$ cat config.mk
export PLATFORM = sky130hd
export DESIGN_NAME = fetch_stage
export DESIGN_NICKNAME = d
export VERILOG_FILES = /design/src/rtl/core_pkg.sv /design/src/rtl/pc_reg.sv /design/src/rtl/fetch_stage.sv
export SDC_FILE = /design/constraint.sdc
export NUM_CORES = 1
export LEC_CHECK = 0
export BUFFER_PORTS_ARGS = -buffer_cell sky130_fd_sc_hd__clkbuf_2
export CORE_UTILIZATION = 55
export CTS_CLUSTER_SIZE = 8
export DETAILED_ROUTE_END_ITERATION = 10
export PLACE_DENSITY_LB_ADDON = 0.12
export SETUP_SLACK_MARGIN = 0.4
export SYNTH_ARGS = -nofsm -noshare
export SYNTH_HDL_FRONTEND = slang
export SYNTH_SLANG_ARGS = --single-unit
$ cat constraint.sdc
create_clock -name clk -period 3.4 [get_ports clk]
set_input_delay 0.85 -clock clk [delete_from_list [all_inputs] [get_ports clk]]
set_output_delay 0.85 -clock clk [all_outputs]
set_load 0.02 [all_outputs]
$ cat src/rtl/core_pkg.sv
// Shared definitions for the RV32I core: datapath width, reset PC, NOP encoding
// and the common address/instruction types.
package core_pkg;

  localparam int XLEN = 32;

  typedef logic [XLEN-1:0] addr_t;
  typedef logic [31:0]     instr_t;

  localparam addr_t  RESET_PC  = '0;
  localparam instr_t NOP_INSTR = 32'h0000_0013;

  // Sequential successor of a PC; wraps modulo 2^XLEN.
  function automatic addr_t pcPlus4(input addr_t pc);
    return pc + addr_t'(4);
  endfunction

endpackage

$ cat src/rtl/pc_reg.sv
// Program counter with redirect mux, +4 incrementer and a sticky flag for
// misaligned redirect targets.
module pc_reg
  import core_pkg::*;
#(
  parameter logic [XLEN-1:0] RESET_PC = core_pkg::RESET_PC
) (
  input  logic            clk,
  input  logic            rst_n,
  input  logic            StallF,
  input  logic            PCSrcE,
  input  logic [XLEN-1:0] PCTargetE,
  output logic [XLEN-1:0] PCF,
  output logic            MisalignF
);

  // A redirect wins over a fetch stall; the low two target bits are dropped.
  always_ff @(posedge clk or negedge rst_n) begin
    if (!rst_n) begin
      PCF <= RESET_PC;
    end else if (PCSrcE) begin
      PCF <= {PCTargetE[XLEN-1:2], 2'b00};
    end else if (StallF) begin
      PCF <= pcPlus4(PCF);
    end
  end

  always_ff @(posedge clk or negedge rst_n) begin
    if (!rst_n) begin
      MisalignF <= 1'b0;
    end else if (PCSrcE && (PCTargetE[1:0] != 2'b00)) begin
      MisalignF <= 1'b1;
    end
  end

endmodule

$ cat src/rtl/fetch_stage.sv
// Fetch stage plus IF/ID register with an instruction skid buffer that keeps
// InstrD stable across Decode stalls. Optional counters under FETCH_PERF_EN.
module fetch_stage
  import core_pkg::*;
#(
  parameter logic [XLEN-1:0] RESET_PC  = core_pkg::RESET_PC,
  parameter logic [31:0]     NOP_INSTR = core_pkg::NOP_INSTR
) (
  input  logic            clk,
  input  logic            rst_n,
  input  logic            StallF,
  input  logic            StallD,
  input  logic            FlushD,
  input  logic            PCSrcE,
  input  logic [XLEN-1:0] PCTargetE,
  output logic [XLEN-1:0] imem_addr,
  input  logic [31:0]     imem_rdata,
  output logic [XLEN-1:0] PCF,
  output logic [31:0]     InstrD,
  output logic [XLEN-1:0] PCD,
  output logic [XLEN-1:0] PCPlus4D,
  output logic            ValidD,
  output logic            MisalignF
`ifdef FETCH_PERF_EN
  ,
  output logic [XLEN-1:0] fetch_cnt,
  output logic [XLEN-1:0] stall_cnt
`endif
);

  logic        hold_vld;
  logic [31:0] instr_hold;

  pc_reg #(
    .RESET_PC(RESET_PC)
  ) u_pc_reg (
    .clk      (clk),
    .rst_n    (rst_n),
    .StallF   (StallF),
    .PCSrcE   (PCSrcE),
    .PCTargetE(PCTargetE),
    .PCF      (PCF),
    .MisalignF(MisalignF)
  );

  assign imem_addr = PCF;

  // StallD is an active-low load enable; flush beats it.
  always_ff @(posedge clk or negedge rst_n) begin
    if (!rst_n) begin
      PCD      <= '0;
      PCPlus4D <= '0;
      ValidD   <= 1'b0;
    end else if (FlushD) begin
      PCD      <= '0;
      PCPlus4D <= '0;
      ValidD   <= 1'b0;
    end else if (StallD) begin
      PCD      <= PCF;
      PCPlus4D <= pcPlus4(PCF);
      ValidD   <= 1'b1;
    end
  end

  // The memory word belonging to PCD is only on imem_rdata in the first stall
  // cycle; latch it then so a moving imem_addr cannot disturb Decode.
  always_ff @(posedge clk or negedge rst_n) begin
    if (!rst_n) begin
      hold_vld   <= 1'b0;
      instr_hold <= '0;
    end else if (FlushD || StallD) begin
      hold_vld <= 1'b0;
    end else if (!hold_vld) begin
      instr_hold <= imem_rdata;
      hold_vld   <= 1'b1;
    end
  end

  assign InstrD = ValidD ? (hold_vld ? instr_hold : imem_rdata) : NOP_INSTR;

`ifdef FETCH_PERF_EN
  always_ff @(posedge clk or negedge rst_n) begin
    if (!rst_n) begin
      fetch_cnt <= '0;
      stall_cnt <= '0;
    end else begin
      if (!FlushD && StallD) fetch_cnt <= fetch_cnt + 1'b1;
      if (!FlushD && !StallD) stall_cnt <= stall_cnt + 1'b1;
    end
  end
`else
  // Build without performance counters: no extra state or ports.
`endif

endmodule

# Word level (Yosys, flattened, before mapping)
# Cells that the tools add are included.
[op_classes]
add_sub_neg = 1
n_mul = 0
div = 0
n_lt_le_gt_ge = 0
eq_ne = 0
shifts = 0
muxes = 11
n_bitwise = 0
reduce_logical = 5
[op_table]
columns = ["cell", "count"]
rows = [
  ["$mux 32", 8],
  ["$add 32x3->32 const B", 1],
  ["$reduce_bool 2->1", 3],
  ["$mux 1", 3],
  ["$logic_and 1x1->1", 1],
  ["$logic_or 1x1->1", 1],
]
[totals]
reg_bits = 131
latchBits = 0
mem_bits_rw = 0
romBits = 0
inputBits = 70
out_inout_bits = 162
elab_cells = 24
mem_count = 0

# Depth between registers and ports, before layout
[logic_depth]
ltp_word = 3
mapped_depth = 6
depth_no_buf = 5

# By module
# From an unflattened synthesis, not the netlist that was laid out.
[hier_totals]
cells_unflattened = 683
hier_area_um2 = 6956.7
[modules_own_cells]
columns = ["module", "instances", "cells_per_inst", "area_each_um2", "seq_area_each_um2"]
rows = [
  ["fetch_stage", 1, 475, 5134.9, 2402.3],
  ["pc_reg", 1, 208, 1821.7, 775.7],
]

# Least setup slack after synthesis
# No wires, ideal clock.
[synth_path]
path_kind = "in2reg"
start = "input StallF"
end = "register u_pc_reg.PCF[31]"
setup_ps = 82
t_arrival_ps = 2373
required_time_ps = 3318
slack_ps = 945
stages = 5
n_path_buf = 1
path_cell_list = "clkbuf_1 -> nand4_1 -> or4_1 -> or4_1 -> a31oi_1"
[synth_between]
elab_chain_len = 1
[synth_lines]
columns = ["element", "line_no", "rtl"]
rows = [
  ["start, declared", "fetch_stage.sv:11", "input logic StallF,"],
  ["$reduce_bool 2->1 (no line)", "-", ""],
  ["end signal, assigned", "pc_reg.sv:22", "PCF <= {PCTargetE[XLEN-1:2], 2'b00};"],
  ["end signal, assigned", "pc_reg.sv:24", "PCF <= pcPlus4(PCF);"],
  ["end, declared", "pc_reg.sv:13", "output logic [XLEN-1:0] PCF,"],
]
# No other way between the ends.
# A chain may end at the register's enable or synchronous reset.

# Worst setup path after layout
[layout_path]
start = "register hold_vld"
end = "output InstrD[0]"
[layout_between]
elab_chain_len = 2
[layout_lines]
columns = ["element", "line_no", "rtl"]
rows = [
  ["start, declared", "fetch_stage.sv:31", "logic hold_vld;"],
  ["start signal, assigned", "fetch_stage.sv:69", "hold_vld <= 1'b0;"],
  ["start signal, assigned", "fetch_stage.sv:72", "hold_vld <= 1'b0;"],
  ["start signal, assigned", "fetch_stage.sv:75", "hold_vld <= 1'b1;"],
  ["$mux 32", "-", ""],
  ["$mux 32", "fetch_stage.sv:79", "assign InstrD = ValidD ? (hold_vld ? instr_hold : imem_rdata) : NOP_INSTR;"],
  ["end, declared", "fetch_stage.sv:19", "output logic [31:0] InstrD,"],
]
# No other way between the ends.

==> flow_metrics.py <==
metrics = {
    "cells_and_area": {
        "final_nets": 925,
        "ff_latch_area_sq_mm": 0.00315,
        "multi_input_area_sq_mm": 0.00310,
        "antenna_cells": 0,
        "drive_above_1_share": 0.345,
        "fillers": 953,
        "final_area_sq_mm": 0.00824,
        "syn_to_final_growth_pct": 21.7,
    },
    "yosys": {
        "synth_seq_cells": 126,
        "ys_async_sr_fraction": 1.00,
        "synth_fa_ha_area_frac": 0.00185,
        "ys_types": 39,
        "synth_mux_area_frac": 0.140,
        "synth_cells": 689,
        "synth_xor_area_frac": 0.0297,
        "synthTopCellsByArea": "dfrtp_1 47%, mux2i_1 8.7%, mux2_2 5.3%",
        "yosysMostFrequentCell": "dfrtp_1",
        "synth_compound_area_frac": 0.0883,
        "ys_seq_area_frac": 0.466,
        "synth_top_area_frac": 0.466,
        "synth-simple-area-share": 0.195,
        "synth_top_family_by_area": "simple AND/OR/NAND/NOR gates",
        "netlist_area_sq_mm": 0.00677,
        "synth_flop_cell": "dfrtp_1",
        "synth_top_cells_by_count": "126 x dfrtp_1, 77 x nor2_1, 59 x mux2i_1",
        "synth-edff-count": 0,
        "yosysWarnings": 0,
        "yosysTopAreaCell": "dfrtp_1",
        "syn_area_per_cell_sq_um": 9.83,
    },
    "run_status": {
        "status": "finished clean",
    },
    "power_and_ir_drop": {
        "clkPwrFrac": 0.388,
        "power_density_mw_per_mm2": 525,
        "p_comb_frac": 0.187,
        "leakagePower_nw": 3.84,
        "switching_share": 0.301,
        "seqPwrFrac": 0.425,
        "ir_drop_uv": 331,
        "netSwitchingPower_w": 0.00130,
        "p_int_w": 0.00303,
    },
    "die": {
        "die_h_um": 113,
        "die_w_um": 113,
        "dieArea_sq_mm": 0.0128,
        "ios": 232,
        "start_util": 0.564,
        "rows": 40,
        "coreArea_sq_mm": 0.0120,
    },
    "timing": {
        "finalCriticalPeriod_ns": 2.82,
        "rsz0062_at_grt": "no",
        "setup_violations": 0,
        "fin_crit_sh": 0.830,
        "hold_viol_final": 0,
        "max_slew_margin": 0.383,
        "finalMaxSlewViolations": 0,
        "fmax_mhz": 354,
        "worst_slew_pin_slew_ns": 0.926,
        "fin_tns_setup_ns": 0,
        "skew_ns": 0.00757,
    },
    "cts": {
        "clockBufferDepth": 2,
        "cts_resized": 0,
        "clock-sinks": 126,
        "cts_tree": "yes",
        "root_buffer": "clkbuf_16",
        "cts-buffers-inserted": 17,
        "cts_max_level": 4,
        "postCtsSetupRepairBufs": 0,
        "clk_latency_ns": 0.41,
        "ctsHoldBuffers": 0,
        "clk_pin_slew_ns": 0.05,
    },
    "detailed_routing": {
        "wl_met3_um": 1110,
        "wire_per_inst_um": 17.5,
        "wirelength_um": 17800,
        "wl_met1_um": 7940,
        "via_per_inst": 5.77,
        "wl_met2_um": 8370,
        "routed.top_layer": "met4",
        "ant_nets": 0,
        "drt_iter0_markers": 408,
        "drc": 0,
        "dr.pass1.iters": 7,
        "num_vias": 5844,
    },
    "grt": {
        "grt_pass1_vias": 5540,
        "grt_pass1_wl_um": 28500,
        "antenna_found_initial": 0,
        "grt_usage": 0.286,
        "overflow": 0,
        "grt_max_degree": 63,
    },
    "critical_path": {
        "startpoint_type": "flop",
        "worstPathRequired_ns": 2.55,
        "worst-setup-path-type": "flop to output pin",
        "worstPathMaxFanout": 33,
        "worst_setup_path_end_kind": "output pin",
        "crit_arrival_ns": 1.97,
    },
    "placed_design": {
        "hpwlAfterDp_um": 12300,
        "placedInstanceArea_sq_mm": 0.00770,
        "portBuffers": 227,
        "gp_congestion": 0.887,
    },
    "min_path": {
        "worstHoldPathType": "input pin to async pin",
    },
    "flow_run": {
        "maxCapViolCount": 0,
    },
}
power by group through the flow:
| stage | clock network (W) | logic, W | registers [W] |
|---|---|---|---|
| CTS | 0.00170 | 0.000815 | 0.00184 |
| floorplan | 0 | 0.000511 | 0.00188 |
| global route | 0.00177 | 0.000874 | 0.00187 |
| detailed placement | 0 | 0.000809 | 0.00186 |
| global placement | 0 | 0.000795 | 0.00185 |
| finish | 0.00168 | 0.000808 | 0.00184 |
cells in the final DEF, fill, tap and decap left out, drive strengths merged, types with 6 or more instances in the layout:
cell type and n:
nor3 11, or3 13, nor4 13, xor2 6, o31ai 10, a311oi 13
o21ai 28, a31oi 10, nand3 16, nand4 17, or4 23, buf 12
a211oi 12, mux2i 59, mux2 32, nor2b 29, xnor2 17, inv 6
nor2 77, dfrtp 126, clkbuf 250, nand2 46, a21oi 6
per-stage QoR:
step	util	total power, W	hold WS [ns]	setup slack, ns	std cells
6_report	0.686	0.00433	0.404	0.578	1013
3_3_place_gp	0.641	0.00264	0.453	0.706	982
3_5_place_dp	0.641	0.00267	0.464	0.665	982
4_1_cts	0.686	0.00435	0.415	0.551	1013
5_1_grt	0.686	0.00451	0.440	0.478	1013
2_1_floorplan	-	0.00239	0.480	0.945	692
state kept, by name (all words and copies together), names as in the netlist:
name                flops
instr_hold             32
PCD                    31
PCPlus4D               30
u_pc_reg.PCF           30
ValidD                  1
hold_vld                1
u_pc_reg.MisalignF      1
cell families after synthesis:
group	Yosys count
simple gates	256
flops	126
buf+inv	102
mux	91
compound gates	89
xor+xnor	23
fa+ha+maj	1
other cells	1
layer usage:
metal | global-route usage | vias up
met4 | 0.119 | 0
met2 | 0.456 | 252
met3 | 0.0584 | 29
met1 | 0.383 | 2809
li1 | - | 2754
met5 | 0.00784 | -
path summary, 6_finish.rpt:
kind	slack [ns]	end	cells after the start	startpoint
worst min register to register	0.50	u_pc_reg.MisalignF	1	u_pc_reg.MisalignF
worst min-delay path	0.40	instr_hold[23]	1	rst_n
max in group asynchronous	2.22	u_pc_reg.PCF[28]	2	rst_n
min in group clk	0.50	u_pc_reg.MisalignF	1	u_pc_reg.MisalignF
worst max register to register	0.86	u_pc_reg.PCF[26]	5	u_pc_reg.PCF[2]
worst max-delay path	0.58	InstrD[0]	3	hold_vld
worst max-delay path: stages (launching register included):
cell,delay [ns]
dfrtp_2,0.97
mux2i_1,0.28
nand2_1,0.10
clkbuf_2,0.20
layout make-up:
class                   count  share of cell area
clock inverters             6             0.00728
well taps                 147              0.0223
inverters                   8             0.00364
clock buffers              25              0.0589
multi-input cells         464               0.376
flip-flops and latches    126               0.383
repair buffers            237               0.149
Note: power is estimated with default switching activity, not from simulation.
